`config.mk`:
```
export PLATFORM = sky130hd
export DESIGN_NAME = fp_sum_sched_flat
export DESIGN_NICKNAME = d
export VERILOG_FILES = /design/src/rtl/fp_sum_sched_if.sv /design/src/rtl/fp_sum_sched.sv /design/src/flat_wrapper.sv
export SDC_FILE = /design/constraint.sdc
export NUM_CORES = 1
export LEC_CHECK = 0
export ABC_AREA = 0
export BUFFER_PORTS_ARGS = -buffer_cell sky130_fd_sc_hd__buf_2
export CORE_MARGIN = 2
export CORE_UTILIZATION = 45
export DETAILED_ROUTE_END_ITERATION = 6
export PLACE_DENSITY_LB_ADDON = 0.12
export SYNTH_ARGS = -nofsm -noshare
export SYNTH_HDL_FRONTEND = slang
export SYNTH_SLANG_ARGS = --single-unit
```
`constraint.sdc`:
```
create_clock -name i_clk -period 3.1 [get_ports i_clk]
set_input_delay 0.155 -clock i_clk [delete_from_list [all_inputs] [get_ports i_clk]]
set_output_delay 0.155 -clock i_clk [all_outputs]
set_load 0.01 [all_outputs]
```
`src/rtl/fp_sum_sched_if.sv`:
```
// Operand / result handshake bundle for fp_sum_sched.
//   Requester side : i_valid, i_a, i_b (packed per requester), o_ready (one-hot grant)
//   Consumer side  : o_valid, i_ready, o_id, o_sum_fr, o_sum, o_sat
// Modports: slave = the scheduler, master = requesters + downstream consumer.
interface fp_sum_sched_if #(
  parameter int unsigned N_REQ = 4,
  parameter int unsigned NB_A  = 16,
  parameter int unsigned NBF_A = 14,
  parameter int unsigned NB_B  = 12,
  parameter int unsigned NBF_B = 11,
  parameter int unsigned NB_OUT = 11
);
  localparam int unsigned NBF_FR = (NBF_A > NBF_B) ? NBF_A : NBF_B;
  localparam int unsigned NBI_FR = (((NB_A - NBF_A) > (NB_B - NBF_B)) ?
                                    (NB_A - NBF_A) : (NB_B - NBF_B)) + 1;
  localparam int unsigned NB_FR  = NBI_FR + NBF_FR;
  localparam int unsigned NB_ID  = $clog2(N_REQ);

  logic [N_REQ-1:0]      i_valid;
  logic [N_REQ*NB_A-1:0] i_a;
  logic [N_REQ*NB_B-1:0] i_b;
  logic [N_REQ-1:0]      o_ready;
  logic                  o_valid;
  logic                  i_ready;
  logic [NB_ID-1:0]      o_id;
  logic [NB_FR-1:0]      o_sum_fr;
  logic [NB_OUT-1:0]     o_sum;
  logic                  o_sat;

  modport slave (
    input  i_valid, i_a, i_b, i_ready,
    output o_ready, o_valid, o_id, o_sum_fr, o_sum, o_sat
  );

  modport master (
    output i_valid, i_a, i_b, i_ready,
    input  o_ready, o_valid, o_id, o_sum_fr, o_sum, o_sat
  );
endinterface

```
`src/rtl/fp_sum_sched.sv`:
```
// Round-robin scheduler sharing one registered fixed-point adder among N_REQ
// requesters. A granted pair A S(NB_A,NBF_A) + B S(NB_B,NBF_B) is aligned,
// added at full resolution S(NB_FR,NBF_FR) and reduced to S(NB_OUT,NBF_OUT)
// (mode 0 trunc-wrap, 1 trunc-sat, 2/3 round-half-up-sat). The result is held
// with the requester id until the consumer accepts it.
// Ports:
//   i_clk, i_rst_n  clock (rising edge), async active-low reset
//   bus             fp_sum_sched_if.slave: operand/grant and result handshakes
//   i_mode          reduction mode, sampled at grant
//   i_clr_stats     synchronous clear of o_sat_cnt
//   o_sat_cnt       count of overflowing reductions (saturates at 0xFFFF)
// Build option: define FP_SUM_SCHED_STATS_EN to include the overflow counter;
// otherwise o_sat_cnt is tied to zero and i_clr_stats is ignored.
module fp_sum_sched #(
  parameter int unsigned N_REQ   = 4,
  parameter int unsigned NB_A    = 16,
  parameter int unsigned NBF_A   = 14,
  parameter int unsigned NB_B    = 12,
  parameter int unsigned NBF_B   = 11,
  parameter int unsigned NB_OUT  = 11,
  parameter int unsigned NBF_OUT = 10
) (
  input  logic                i_clk,
  input  logic                i_rst_n,
  fp_sum_sched_if.slave       bus,
  input  logic [1:0]          i_mode,
  input  logic                i_clr_stats,
  output logic [15:0]         o_sat_cnt
);
  localparam int unsigned NBF_FR = (NBF_A > NBF_B) ? NBF_A : NBF_B;
  localparam int unsigned NBI_FR = (((NB_A - NBF_A) > (NB_B - NBF_B)) ?
                                    (NB_A - NBF_A) : (NB_B - NBF_B)) + 1;
  localparam int unsigned NB_FR  = NBI_FR + NBF_FR;
  localparam int unsigned NB_ID  = $clog2(N_REQ);
  localparam int unsigned D      = NBF_FR - NBF_OUT;
  localparam int unsigned NB_RD  = NB_FR + 1 - D;
  localparam int unsigned SH_A   = NBF_FR - NBF_A;
  localparam int unsigned SH_B   = NBF_FR - NBF_B;

  localparam logic [NB_ID:0]   N_REQ_W = (NB_ID + 1)'(N_REQ);
  localparam logic [NB_ID-1:0] LAST_ID = NB_ID'(N_REQ - 1);
  localparam logic [NB_FR:0]   HALF    = (NB_FR + 1)'(1) << (D - 1);
  localparam logic [NB_OUT-1:0] OUT_MAX = {1'b0, {(NB_OUT - 1){1'b1}}};
  localparam logic [NB_OUT-1:0] OUT_MIN = {1'b1, {(NB_OUT - 1){1'b0}}};

  typedef enum logic [1:0] {IDLE, EXEC, HOLD} state_t;

  state_t            state, state_nxt;
  logic [NB_ID-1:0]  ptr;
  logic [NB_ID-1:0]  gnt_idx;
  logic              gnt_any;
  logic [NB_ID:0]    idx_w;
  logic [N_REQ-1:0]  ready_c;

  logic [NB_A-1:0]   a_q;
  logic [NB_B-1:0]   b_q;
  logic [NB_ID-1:0]  id_q;
  logic [1:0]        mode_q;

  logic signed [NB_FR-1:0] a_al, b_al, sum_fr;
  logic [NB_RD-1:0]  rnd_hi, red;
  logic [NB_RD-NB_OUT:0] top;
  logic              ovf;
  logic [NB_OUT-1:0] sum_red;

  logic              valid_q, sat_q;
  logic [NB_ID-1:0]  id_out_q;
  logic [NB_FR-1:0]  sum_fr_q;
  logic [NB_OUT-1:0] sum_q;

  // First asserted valid at or after ptr, wrapping modulo N_REQ.
  always_comb begin
    gnt_any = 1'b0;
    gnt_idx = '0;
    idx_w   = '0;
    for (int unsigned i = 0; i < N_REQ; i++) begin
      idx_w = {1'b0, ptr} + (NB_ID + 1)'(i);
      if (idx_w >= N_REQ_W) idx_w = idx_w - N_REQ_W;
      if (!gnt_any && bus.i_valid[idx_w[NB_ID-1:0]]) begin
        gnt_any = 1'b1;
        gnt_idx = idx_w[NB_ID-1:0];
      end
    end
  end

  always_ff @(posedge i_clk or negedge i_rst_n) begin
    if (!i_rst_n) state <= IDLE;
    else          state <= state_nxt;
  end

  always_comb begin
    state_nxt = state;
    ready_c   = '0;
    case (state)
      IDLE: if (gnt_any && i_rst_n) begin
        ready_c[gnt_idx] = 1'b1;
        state_nxt        = EXEC;
      end
      EXEC: state_nxt = HOLD;
      HOLD: if (bus.i_ready) state_nxt = IDLE;
      default: state_nxt = IDLE;
    endcase
  end

  // Alignment: sign-extend to NB_FR then shift the coarser operand up.
  assign a_al   = $signed({{(NB_FR - NB_A){a_q[NB_A-1]}}, a_q}) <<< SH_A;
  assign b_al   = $signed({{(NB_FR - NB_B){b_q[NB_B-1]}}, b_q}) <<< SH_B;
  assign sum_fr = a_al + b_al;

  // Both reduction paths are brought to a common NB_RD width (one bit wider
  // than truncation needs, so a rounding carry is never lost).
  assign rnd_hi = NB_RD'(({sum_fr[NB_FR-1], sum_fr} + HALF) >> D);
  assign red    = mode_q[1] ? rnd_hi : {sum_fr[NB_FR-1], sum_fr[NB_FR-1:D]};
  assign top    = red[NB_RD-1:NB_OUT-1];
  assign ovf    = ~((&top) | ~(|top));

  always_comb begin
    sum_red = red[NB_OUT-1:0];
    if (mode_q != 2'd0 && ovf) sum_red = sum_fr[NB_FR-1] ? OUT_MIN : OUT_MAX;
  end

  always_ff @(posedge i_clk or negedge i_rst_n) begin
    if (!i_rst_n) begin
      ptr      <= '0;
      a_q      <= '0;
      b_q      <= '0;
      id_q     <= '0;
      mode_q   <= '0;
      valid_q  <= 1'b0;
      sat_q    <= 1'b0;
      id_out_q <= '0;
      sum_fr_q <= '0;
      sum_q    <= '0;
    end else begin
      case (state)
        IDLE: if (gnt_any) begin
          a_q    <= bus.i_a[gnt_idx*NB_A +: NB_A];
          b_q    <= bus.i_b[gnt_idx*NB_B +: NB_B];
          id_q   <= gnt_idx;
          mode_q <= i_mode;
        end
        EXEC: begin
          valid_q  <= 1'b1;
          id_out_q <= id_q;
          sum_fr_q <= sum_fr;
          sum_q    <= sum_red;
          sat_q    <= ovf;
        end
        HOLD: if (bus.i_ready) begin
          valid_q <= 1'b0;
          ptr     <= (id_q == LAST_ID) ? '0 : id_q + 1'b1;
        end
        default: ;
      endcase
    end
  end

  assign bus.o_ready  = ready_c;
  assign bus.o_valid  = valid_q;
  assign bus.o_id     = id_out_q;
  assign bus.o_sum_fr = sum_fr_q;
  assign bus.o_sum    = sum_q;
  assign bus.o_sat    = sat_q;

`ifdef FP_SUM_SCHED_STATS_EN
  logic [15:0] sat_cnt_q;

  always_ff @(posedge i_clk or negedge i_rst_n) begin
    if (!i_rst_n)                                 sat_cnt_q <= '0;
    else if (i_clr_stats)                         sat_cnt_q <= '0;
    else if (state == EXEC && ovf && sat_cnt_q != '1) sat_cnt_q <= sat_cnt_q + 16'd1;
  end

  assign o_sat_cnt = sat_cnt_q;
`else
  logic unused_clr_stats;
  assign unused_clr_stats = i_clr_stats;
  assign o_sat_cnt        = '0;
`endif
endmodule
```
`src/flat_wrapper.sv`:
```
// flat-port wrapper written by rule: the top's interface ports become plain ports
module fp_sum_sched_flat 
#(
  parameter int unsigned N_REQ   = 4,
  parameter int unsigned NB_A    = 16,
  parameter int unsigned NBF_A   = 14,
  parameter int unsigned NB_B    = 12,
  parameter int unsigned NBF_B   = 11,
  parameter int unsigned NB_OUT  = 11,
  parameter int unsigned NBF_OUT = 10
)
  (i_clk, i_rst_n, i_mode, i_clr_stats, o_sat_cnt, bus_i_valid, bus_i_a, bus_i_b, bus_i_ready, bus_o_ready, bus_o_valid, bus_o_id, bus_o_sum_fr, bus_o_sum, bus_o_sat);
  fp_sum_sched_if #(.N_REQ(N_REQ), .NB_A(NB_A), .NBF_A(NBF_A), .NB_B(NB_B), .NBF_B(NBF_B), .NB_OUT(NB_OUT)) bus_i ();
  input  logic i_clk;
  input  logic i_rst_n;
  input  logic [1:0] i_mode;
  input  logic i_clr_stats;
  output logic [15:0] o_sat_cnt;
  input wire logic [$bits(bus_i.i_valid)-1:0] bus_i_valid;
  input wire logic [$bits(bus_i.i_a)-1:0] bus_i_a;
  input wire logic [$bits(bus_i.i_b)-1:0] bus_i_b;
  input wire logic [$bits(bus_i.i_ready)-1:0] bus_i_ready;
  output wire logic [$bits(bus_i.o_ready)-1:0] bus_o_ready;
  output wire logic [$bits(bus_i.o_valid)-1:0] bus_o_valid;
  output wire logic [$bits(bus_i.o_id)-1:0] bus_o_id;
  output wire logic [$bits(bus_i.o_sum_fr)-1:0] bus_o_sum_fr;
  output wire logic [$bits(bus_i.o_sum)-1:0] bus_o_sum;
  output wire logic [$bits(bus_i.o_sat)-1:0] bus_o_sat;
  assign bus_i.i_valid = bus_i_valid;
  assign bus_i.i_a = bus_i_a;
  assign bus_i.i_b = bus_i_b;
  assign bus_i.i_ready = bus_i_ready;
  assign bus_o_ready = bus_i.o_ready;
  assign bus_o_valid = bus_i.o_valid;
  assign bus_o_id = bus_i.o_id;
  assign bus_o_sum_fr = bus_i.o_sum_fr;
  assign bus_o_sum = bus_i.o_sum;
  assign bus_o_sat = bus_i.o_sat;
  fp_sum_sched #(.N_REQ(N_REQ), .NB_A(NB_A), .NBF_A(NBF_A), .NB_B(NB_B), .NBF_B(NBF_B), .NB_OUT(NB_OUT), .NBF_OUT(NBF_OUT)) u_core (.i_clk(i_clk), .i_rst_n(i_rst_n), .bus(bus_i), .i_mode(i_mode), .i_clr_stats(i_clr_stats), .o_sat_cnt(o_sat_cnt));
endmodule
```
# After elaboration in Yosys (flattened, before gate mapping)
# Cells that the tools add are included.
# classes
addsub	10
n_mul	1
magnitude_cmp	10
eq_ne	5
n_shift	2
n_mux	33
bitwise_logic	3
reduce_logical	18
# ops
operator	n
64-bit by 7-bit indexed part select with 16-bit output	1
48-bit by 7-bit indexed part select with 12-bit output	1
11-bit 2-to-1 mux	2
2-bit 2-to-1 mux	11
17-bit by 5-bit adder with 18-bit output, second input constant	1
16-bit by 15-bit adder with 17-bit output	1
2-bit by 3-bit less-than comparator with 1-bit output, second input constant	5
14-bit 2-to-1 mux	1
1-bit 2-to-1 mux	10
3-bit greater-or-equal comparator, second input constant	3
1-bit binary-select mux with 2-bit select	4
4-bit 2-to-1 mux	2
2-bit AND reduction	4
2-bit by 1-bit subtractor with 2-bit output, second input constant	4
2-bit by 2-bit adder with 3-bit output, second input constant	2
1-bit logical AND	6
2-bit one-hot mux with 3 select lines	1
2-bit == test, second input constant	2
2-bit by 2-bit multiplier with 4-bit output, second input constant	1
4-bit AND reduction	1
2-bit nonzero test	2
4-bit OR reduction	1
2-bit by 1-bit adder with 3-bit output, second input constant	1
2-bit by 3-bit greater-or-equal comparator with 1-bit output, second input constant	1
11 further kinds	14
# word_totals
reg_bits	68
input_bits	122
output_inout_bits	52
word_cells	93

# Logic depth before layout (Yosys ltp)
# Gate-level depths: netlist (run 1).
# depth
word_depth	20
mapped_depth	12
depth_no_buf	11

# Least setup slack after synthesis (run 1)
# OpenSTA, ideal clock, no wires.
# synth_path
kind	register to register
start	register u_core.b_q[0]
end	register u_core.sum_q[7], in the netlist u_core.bus.o_sum[7]
setup_ns	0.087
arrival_ns	3.135
required_ns	3.013
slack_ns	-0.122
path_stages_with_launch	13
path_buffers	1
period_less_slack_ns	3.222
cell_sequence	dfrtp_1 ha_1 fa_1 a21o_1 a221oi_2 xor2_1 or4_4 nor4b_2 nand4_1 a21boi_2 nor4_2 buf_4 a211oi_2
# synth_between
elab_chain_cells	9
elab_cells_between_ends	11
classes_between	add/sub: 2; mux: 3; bitwise: 3; reduce/logical: 3
# synth_lines
item	line_no	text
from (decl)	fp_sum_sched.sv:56	logic [NB_B-1:0] b_q;
from (signal assigned)	fp_sum_sched.sv:138	b_q <= bus.i_b[gnt_idx*NB_B +: NB_B];
16-bit by 15-bit adder with 17-bit output (*)	fp_sum_sched.sv:108	assign sum_fr = a_al + b_al;
17-bit by 5-bit adder with 18-bit output	fp_sum_sched.sv:112	assign rnd_hi = NB_RD'(({sum_fr[NB_FR-1], sum_fr} + HALF) >> D);
14-bit 2-to-1 mux	fp_sum_sched.sv:113	assign red = mode_q[1] ? rnd_hi : {sum_fr[NB_FR-1], sum_fr[NB_FR-1:D]};
4-bit OR reduction	fp_sum_sched.sv:115	assign ovf = ~((&top) | ~(|top));
1-bit inverter	fp_sum_sched.sv:115	
1-bit OR	fp_sum_sched.sv:115	
1-bit inverter	fp_sum_sched.sv:115	
1-bit logical AND	fp_sum_sched.sv:119	if (mode_q != 2'd0 && ovf) sum_red = sum_fr[NB_FR-1] ? OUT_MIN : OUT_MAX;
11-bit 2-to-1 mux (*)	fp_sum_sched.sv:119	
to (signal assigned)	fp_sum_sched.sv:146	sum_q <= sum_red;
to (decl)	fp_sum_sched.sv:69	logic [NB_OUT-1:0] sum_q;
# Every way passes the cells marked *; elsewhere a longest branch is shown, timed or not.
# A chain may end at the register's enable or synchronous reset.

# Worst setup path in the final report (run 1)
# layout_path
start	register u_core.b_q[0]
end	register u_core.sum_q[8], in the netlist u_core.bus.o_sum[8]
# Same word-level chain as after synthesis.

==> impl_metrics.tcl, run 1 <==
set metrics [dict create \
    slowest_delay_ns 0.48 \
    grt_pass1_vias 4549 \
    synth.area.top_cells "dfrtp_1 (36%), nand2_1 (19%), o21ai_0 (7.5%), ha_1 (4.0%), nand3_1 (3.3%)" \
    power_leakage_nw 3.15 \
    setup_viol 11 \
    ant_nets 0 \
    cts_buffers 9 \
    wire_per_inst_um 13.2 \
    die_h_um 106 \
    powerDensity_nw_per_um2 1300 \
    track_usage_pct 23.2 \
    layout_setup_ws_ns -0.125 \
    h-tree-depth 3 \
    ys_top_cells_by_count "nand2_1 (238), o21ai_0 (70), dfrtp_1 (68)" \
    synth_area_um2 4690 \
    pre_cts_ws_ns -0.139 \
    ios 174 \
    cpMostUsedCell "buf_4" \
    fin_cells 941 \
    hp-class "in -> reg" \
    initial_utilization_pct 45.8 \
    portBuffers 156 \
    timing.final.crit_share_pct 104 \
    fp-row-count 37 \
    syn_inst 625 \
    die_area_um2 11300 \
    dr.first_iter.drc_count 248 \
    synth-main-ff-cell "dfrtp_1" \
    synth.area.mux_share_pct 0.454 \
    synth_top_cell_by_area "dfrtp_1" \
    maxCapViolCount 0 \
    yosys.area_share.adder_pct 4.43 \
    critPathLaunchType "flop" \
    path_buf_inv 2 \
    synth_xor_area_share_pct 4.48 \
    yosysMostFrequentCell "nand2_1" \
    die_width_um 106 \
    syn_area_per_cell_um2 7.50 \
    critical_path_class "reg -> reg" \
    grt_overflow_total 0 \
    grt_pass1_wl_um 21200 \
    synth_edf_count 0 \
    synthSimpleGateAreaFrac_pct 30.5 \
    finalHoldViolCount 0 \
    clockRootBuffer "clkbuf_8" \
    cts.sinks 68 \
    maxSlewViolCount 0 \
    cts_tree "done" \
    peakVddDrop_uv 623 \
    worst_slew_pin_slew_ns 0.831 \
    worst_setup_path_end_kind "flop" \
    clock_skew_ns 0.0119 \
    routabilityCongestion 0.834 \
    num_antenna_cells 0 \
    clk_pin_slew_ns 0.08 \
    ys_seq_elements 68 \
    violations "setup timing" \
    synth_top_family_by_area "simple AND/OR/NAND/NOR gates" \
    drc 0 \
    synth.distinct_cells 62 \
    core_um2 10200 \
    fin_crit_ns 3.23 \
    clockBufferDepth 2 \
    clock_latency_ns 0.36 \
    worstPathArrival_ns 3.46 \
    p_total_mw 7.91 \
    cp_slowest_cell "or4_4" \
    drt_first_pass_iters 4 \
    wl_um 12400 \
    synth_compound_area_share_pct 17.6 \
    synthArstFlopShare_pct 100 \
    finalNetCount 938 \
    rsz0062_at_grt "true" \
    yosysSeqAreaShare_pct 36.3 \
    fmax_mhz 310 \
    dp_hpwl_um 9470 \
    yosys.area.top_type_share_pct 36.3 \
    drive_gt1_share_pct 31.9 \
    grt_max_degree 69 \
    dp_cells 909 \
    critical_path_required_ns 3.33 \
    relSlewSlack_pct 44.6 \
    syn_to_final_growth_pct 29.9 \
    outcome "finished, violations left" \
    yosysWarnings 0 \
    worstPathCellList "ha_2 -> fa_2 -> a21o_1 -> a221oi_4 -> buf_4 -> o21ai_4 -> a211o_1 -> a32oi_2 -> buf_4 -> a21boi_4 -> or4_4 -> nand3_4 -> a211oi_2" \
    critPathTopFamily "compound AO/OA/AOI/OAI gates" \
    crit_fanout 5 \
    routed_via_density 4.96 \
    antenna_found_initial 0 \
    vias 4666 \
]
[kinds of logic (layout without fill, tap and decap cells)]
family,after synthesis,in the layout
compound gates,125,125
xor+xnor,21,21
simple gates,334,335
mux,2,2
other cells,1,16
buf+inv,58,222
fa+ha+maj,16,16
flops,68,68
[layout by cell type (no fill, tap or decap), drive strengths merged, types with 3 or more instances in the layout]
cell type  instances
xor2               9
or2                3
dfrtp             68
a21boi             3
nand3             33
nor2              30
inv               11
nand4              3
nand2            238
clkbuf             9
o21ai             73
ha                15
a21oi             13
a211oi            12
buf              197
conb              16
xnor2             12
o22ai              4
nor3              10
a21o               6
[area by class of cell]
type                       instances  area (um^2)
fill                             965         4140
timing repair buffer             198         1110
inverter                           8         30.0
clock buffer                       9          124
sequential                        68         1700
multi-input combinational        515         2870
clock inverter                     7         81.3
tap                              136          170
[per-layer routing]
metal  up-vias  global-route usage [%]  part of all wire [%]
met4         0                    7.24                   2.1
met1      2086                    32.1                    48
met5         -                       0                     0
met3        16                    3.74                   5.1
li1       2419                       -                     -
met2       145                    37.6                    45
[worst paths after layout]
kind	cells after the start	to	slack [ns]	startpoint
max	13	u_core.bus.o_sum[8]	-0.13	u_core.b_q[0]
max in group asynchronous	2	u_core.b_q[8]	2.54	i_rst_n
min in group asynchronous	2	u_core.bus.o_valid	0.01	i_rst_n
min reg2reg	2	u_core.bus.o_sum_fr[2]	0.47	u_core.a_q[2]
min	3	u_core.mode_q[1]	0.002	i_mode[1]
max reg2reg	13	u_core.bus.o_sum[8]	-0.13	u_core.b_q[0]
[metrics by stage]
step	util, %	cell area, um^2	TNS (ns)	hold WS (ns)
final	59.5	6090	-1.22	0.00224
after global routing	59.5	6090	-2.68	0.00704
after CTS	58.8	6020	-0.752	0.00540
after detailed placement	55.4	5670	-1.47	0.371
after global placement	55.4	5670	-0.642	0.359
after floorplan	-	4750	0	-0.141
[flip-flops by register name, summed over array words and instances (netlist names), 11 cells and up]
name and flops:
u_core.bus.o_sum_fr 17, u_core.a_q 16, u_core.b_q 12, u_core.bus.o_sum 11
[where the power goes]
part	internal, mW	switching [mW]	total, mW
clock network	0.382	0.377	0.759
logic	2.40	3.11	5.51
registers	1.35	0.301	1.65
total	4.12	3.79	7.91
[worst reg2reg max path, cell delays in order, from the launching register on]
cell and delay [ns]:
dfrtp_1 0.39, ha_2 0.20, fa_2 0.34, a21o_1 0.23, a221oi_4 0.27, buf_4 0.17
o21ai_4 0.07, a211o_1 0.32, a32oi_2 0.19, buf_4 0.16, a21boi_4 0.06, or4_4 0.48
nand3_4 0.16, a211oi_2 0.08
[repair_timing]
item / 4_1_cts / 5_1_grt
resized for setup: 8 / 7
cloned: 1 / 0
endpoints found under the setup margin: 12 / 12
hold buffers: 1 / 0
endpoints found under the hold margin: 1 / 0
setup buffers: 11 / 3
pin swaps: 2 / 4
No activity file was read; power rests on OpenSTA's default activity.
==> run 2, diff against run 1 <==
--- a/config.mk
+++ b/config.mk
@@ -11,6 +11,7 @@
 export CORE_UTILIZATION = 45
 export DETAILED_ROUTE_END_ITERATION = 6
 export PLACE_DENSITY_LB_ADDON = 0.12
+export SKIP_CTS_REPAIR_TIMING = 1
 export SYNTH_ARGS = -nofsm -noshare
 export SYNTH_HDL_FRONTEND = slang
 export SYNTH_SLANG_ARGS = --single-unit
==> run 2 against run 1 <==
  * The flow finishes with violations (hold timing, setup timing)
  * Non-clock buffer count fell by 11
  * Cell count fell by 1.2%
  * Fmax rose by 2.2%
  * Die area did not move
  * Critical path type unchanged
  * Critical endpoint is now u_core.bus.o_sum[7]
==> impl_metrics.tcl, run 2 (same netlist as run 1, synthesis figures left out) <==
set metrics [dict create \
    grt_max_degree 69 \
    critical_path_class "reg -> reg" \
    drt_first_pass_iters 4 \
    wire_per_inst_um 13.2 \
    worst_setup_path_end_kind "flop" \
    netSwitchingPower_mw 3.64 \
    drive_gt1_share_pct 30.7 \
    worst_slew_pin_slew_ns 0.839 \
    holdPathStages 2 \
    cts.sinks 68 \
    peakVddDrop_uv 500 \
    critical_path_required_ns 3.37 \
    clockBufferDepth 2 \
    reg2reg_slack_ns -0.05 \
    powerDensity_nw_per_um2 1250 \
    fin_crit_ns 3.15 \
    initial_utilization_pct 45.8 \
    p_clk_share_pct 10.2 \
    grt_pass1_vias 4474 \
    antenna_found_initial 0 \
    rsz0062_at_grt "true" \
    hp-start "bus_i_ready" \
    maxSlewViolCount 0 \
    syn_to_final_growth_pct 27.0 \
    layout_commonest_cell "nand2_1" \
    clockRootBuffer "clkbuf_8" \
    cts_tree "done" \
    ios 174 \
    layout_setup_ws_ns -0.0546 \
    worstReg2RegEnd "u_core.bus.o_sum[7]" \
    clk_pin_slew_ns 0.09 \
    routed_via_density 4.93 \
    reg2reg_depth 12 \
    core_um2 10200 \
    dr.first_iter.drc_count 279 \
    fp-row-count 37 \
    p_int_mw 3.80 \
    crit_fanout 5 \
    slowest_delay_ns 0.49 \
    grtUsageMet2_pct 36.2 \
    violations "hold timing, setup timing" \
    finalHoldViolCount 1 \
    relSlewSlack_pct 44.1 \
    fmax_mhz 317 \
    grt_use_met3_pct 3.74 \
    drc 0 \
    pre_cts_ws_ns -0.139 \
    h-tree-depth 3 \
    outcome "finished, violations left" \
    grt_pass1_wl_um 20800 \
    worstPathArrival_ns 3.43 \
    die_h_um 106 \
    routabilityCongestion 0.834 \
    portBuffers 156 \
    p_comb_share_pct 67.6 \
    vias 4588 \
    power_leakage_nw 3.09 \
    sw_frac_of_total_pct 48.9 \
    grt_overflow_total 0 \
    regToRegStartpoint "u_core.b_q[0]" \
    die_width_um 106 \
    dp_hpwl_um 9470 \
    ant_nets 0 \
    hold_end "u_core.state[1]" \
    hp-class "in -> reg" \
    maxCapViolCount 0 \
    track_usage_pct 22.8 \
    fin_util_pct 58.2 \
    clock_skew_ns 0.0119 \
    timing.hold.ws_ns -0.0108 \
    clock_latency_ns 0.36 \
    wl_um 12200 \
    largest_reg_flops 17 \
    worstPathCellList "ha_2 -> fa_2 -> a21o_1 -> a221oi_4 -> xor2_1 -> or4_4 -> nor4b_4 -> nand4_1 -> a21boi_2 -> nor4_4 -> buf_4 -> a211oi_2" \
    timing.final.crit_share_pct 102 \
    num_antenna_cells 0 \
    grt.busiest_layer "met2" \
    setup_tns_ns -0.439 \
    setup_viol 11 \
    use_met1_pct 31.8 \
    finalNetCount 927 \
    cts_buffers 9 \
    most-common-layout-cells "nand2_1 (238), buf_2 (156), o21ai_0 (70)" \
    die_area_um2 11300 \
    power_frac_seq_pct 22.2 \
    cp_slowest_cell "or4_4" \
    critPathLaunchType "flop" \
]
## run 2: cell count changes in the layout (fill, tap and decap cells not counted), sizes merged
cell,change
buf,-10
dlygate4sd3,-1
## run 2: layout make-up
| type | instances | area, um^2 |
|---|---|---|
| fillers | 978 | 4280 |
| multi-input cells | 515 | 2840 |
| flip-flops and latches | 68 | 1700 |
| repair buffers | 187 | 1010 |
| well taps | 136 | 170 |
| clock buffers | 9 | 124 |
| clock inverters | 7 | 81.3 |
| inverters | 8 | 30.0 |
## run 2: worst max-delay path by stage
| stage | start | end | slack [ns] | cells past startpoint |
|---|---|---|---|---|
| 3_3_place_gp | u_core.b_q[0] | u_core.bus.o_sum[3] | -0.07 | 11 |
| 5_1_grt | u_core.b_q[0] | u_core.bus.o_sum[7] | -0.23 | 12 |
| 2_1_floorplan | u_core.b_q[0] | u_core.bus.o_sum[7] | 0.04 | 12 |
| 4_1_cts | u_core.b_q[0] | u_core.bus.o_sum[7] | -0.16 | 12 |
| 3_5_place_dp | u_core.b_q[0] | u_core.bus.o_sum[7] | -0.14 | 12 |
| 6_report | u_core.b_q[0] | u_core.bus.o_sum[7] | -0.05 | 12 |
## run 2: power by group through the flow
stage / combinational, mW / clock, mW / sequential [mW]
4_1_cts: 4.92 / 0.775 / 1.65
2_1_floorplan: 3.43 / 0 / 1.68
5_1_grt: 5.66 / 0.808 / 1.71
3_5_place_dp: 4.88 / 0 / 1.67
3_3_place_gp: 4.80 / 0 / 1.65
6_report: 5.03 / 0.761 / 1.65
## run 2: per-stage QoR
step | total power, mW | area [um^2] | cells
floorplan | 5.11 | 4750 | 640
global placement | 6.45 | 5670 | 909
detailed placement | 6.55 | 5670 | 909
CTS | 7.35 | 5870 | 925
global route | 8.17 | 5960 | 930
finish | 7.44 | 5960 | 930
## run 2: routing by layer
layer	up-vias	share of wire, %
met4	0	2.0
met5	-	0
met2	141	45
li1	2395	-
met1	2039	48
met3	13	5.3
## run 2: worst max-delay path: cells and delay by family (launching register included)
kind            cells  cell delay (ns)
xor+xnor            1             0.13
fa+ha+maj           2             0.54
simple gates        4             0.95
flops               1             0.39
buf+inv             1             0.16
compound gates      4             0.91
==> run 3, diff against run 2 <==
--- a/config.mk
+++ b/config.mk
@@ -10,6 +10,7 @@
 export CORE_MARGIN = 2
 export CORE_UTILIZATION = 45
 export DETAILED_ROUTE_END_ITERATION = 6
+export HOLD_SLACK_MARGIN = 0.06
 export PLACE_DENSITY_LB_ADDON = 0.12
 export SKIP_CTS_REPAIR_TIMING = 1
 export SYNTH_ARGS = -nofsm -noshare
==> run 3 against run 2 <==
  * The flow finishes with violations (setup timing)
  * Register-to-register slack hardly changed
  * Sequential cell count stayed put
  * Clock power hardly changed
  * Cell count is 0.32% higher
  * Routed wire length is 0.34% higher
  * Setup slack better by 0.00066 ns
  * First-iteration DRC count is 2.9% lower
  * Via count is 0.70% higher
  * Cell area is 0.50% higher
  * Worst hold slack better by 0.028 ns
  * Global-route usage stayed put
  * Sequential share of layout area is 0.14 points lower
  * Largest cell class unchanged
  * Highest routed layer unchanged
==> impl_metrics.tcl, run 3 (same netlist as run 1, synthesis figures left out) <==
set metrics [dict create \
    outcome "finished, violations left" \
    violations "setup timing" \
    drive_gt1_share_pct 30.6 \
    h-tree-depth 3 \
    num_antenna_cells 0 \
    finalNetCount 930 \
    cp_slowest_cell "or4_4" \
    critical_path_required_ns 3.34 \
    clockBufferDepth 2 \
    grt_max_degree 69 \
    syn_to_final_growth_pct 27.6 \
    rsz0062_at_grt "true" \
    worst_slew_pin_slew_ns 0.839 \
    portBuffers 156 \
    reg2reg_depth 12 \
    worstReg2RegEnd "u_core.bus.o_sum[10]" \
    relSlewSlack_pct 44.0 \
    clk_pin_slew_ns 0.09 \
    critical_path_class "reg -> reg" \
    maxCapViolCount 0 \
    layout_commonest_cell "nand2_1" \
    setup_viol 11 \
    powerDensity_nw_per_um2 1240 \
    most-common-layout-cells "nand2_1 (238), buf_2 (156), o21ai_0 (70)" \
    cts_tree "done" \
    worstPathArrival_ns 3.40 \
    fmax_mhz 317 \
    fin_cells 933 \
    wire_per_inst_um 13.2 \
    slowest_delay_ns 0.49 \
    crit_fanout 5 \
    worstPathCellList "ha_2 -> fa_2 -> a21o_1 -> a221oi_4 -> xor2_1 -> or4_4 -> nor3_4 -> a21boi_4 -> buf_4 -> xnor2_1 -> nor2_1 -> a211o_1" \
    setup_tns_ns -0.411 \
    fin_util_pct 58.5 \
    cts.sinks 68 \
    drt_first_pass_iters 4 \
    reg2reg_slack_ns -0.05 \
    largest_reg_flops 17 \
    ios 174 \
    vias 4620 \
    dp_hpwl_um 9470 \
    fin_crit_ns 3.15 \
    post_dp_cell_area_um2 5670 \
    grt_pass1_wl_um 20800 \
    clockRootBuffer "clkbuf_8" \
    initial_utilization_pct 45.8 \
    routed_via_density 4.95 \
    die_width_um 106 \
    dp_cells 909 \
    maxSlewViolCount 0 \
    hp-class "in -> async" \
    core_um2 10200 \
    clock_skew_ns 0.0123 \
    cts_buffers 9 \
    antenna_found_initial 0 \
    fin_area_um2 5990 \
    peakVddDrop_uv 499 \
    die_area_um2 11300 \
    clock_latency_ns 0.36 \
    drc 0 \
    fp-row-count 37 \
    finalHoldViolCount 0 \
    regToRegStartpoint "u_core.b_q[0]" \
    ant_nets 0 \
    grt_pass1_vias 4474 \
    power_leakage_nw 3.11 \
    worst_setup_path_end_kind "flop" \
    timing.final.crit_share_pct 102 \
    dr.first_iter.drc_count 271 \
    grt_overflow_total 0 \
    routabilityCongestion 0.834 \
    die_h_um 106 \
    nFillCells 972 \
    track_usage_pct 22.8 \
    layout_setup_ws_ns -0.0539 \
    wl_um 12300 \
    critPathLaunchType "flop" \
]
## run 3: worst max-delay path, delay by kind of cell, from the launching register on
kind,cells,cell delay (ns)
compound gates,4,0.98
simple gates,3,0.73
fa+ha+maj,2,0.54
flops,1,0.39
xor+xnor,2,0.26
buf+inv,1,0.15
## run 3: cell type report
class	instances	area [um^2]	area share, %
Multi-Input combinational cell	515	2840	47.4
Inverter	8	30.0	0.502
Clock buffer	9	124	2.07
Timing Repair Buffer	190	1040	17.4
Clock inverter	7	81.3	1.36
Tap cell	136	170	2.84
Sequential cell	68	1700	28.4
## run 3: how the worst max path moves through the flow
| stage | startpoint | endpoint | cells after the start |
|---|---|---|---|
| CTS | u_core.b_q[0] | u_core.bus.o_sum[7] | 12 |
| finish | u_core.b_q[0] | u_core.bus.o_sum[10] | 12 |
| global route | u_core.b_q[0] | u_core.bus.o_sum[7] | 12 |
| global placement | u_core.b_q[0] | u_core.bus.o_sum[3] | 11 |
| detailed placement | u_core.b_q[0] | u_core.bus.o_sum[7] | 12 |
| floorplan | u_core.b_q[0] | u_core.bus.o_sum[7] | 12 |
## run 3: where the power goes
part | switching [mW] | internal (mW)
Combinational | 2.96 | 2.08
Clock | 0.380 | 0.382
Sequential | 0.302 | 1.35
Total | 3.65 | 3.80
## run 3: routing by layer
layer	vias to the layer above	share of wire [%]	global-route usage, %
met5	-	0	0
met4	0	2.1	7.24
met3	14	5.0	3.74
met2	148	45	36.2
met1	2060	48	31.8
li1	2398	-	-
## run 3: stage by stage
stage | setup WS (ns) | power (mW) | hold WS [ns]
2_1_floorplan | 0.0363 | 5.11 | -0.141
3_3_place_gp | -0.0742 | 6.45 | 0.359
3_5_place_dp | -0.139 | 6.55 | 0.371
4_1_cts | -0.162 | 7.35 | -0.0166
5_1_grt | -0.234 | 8.18 | 0.0914
6_report | -0.0539 | 7.45 | 0.0172
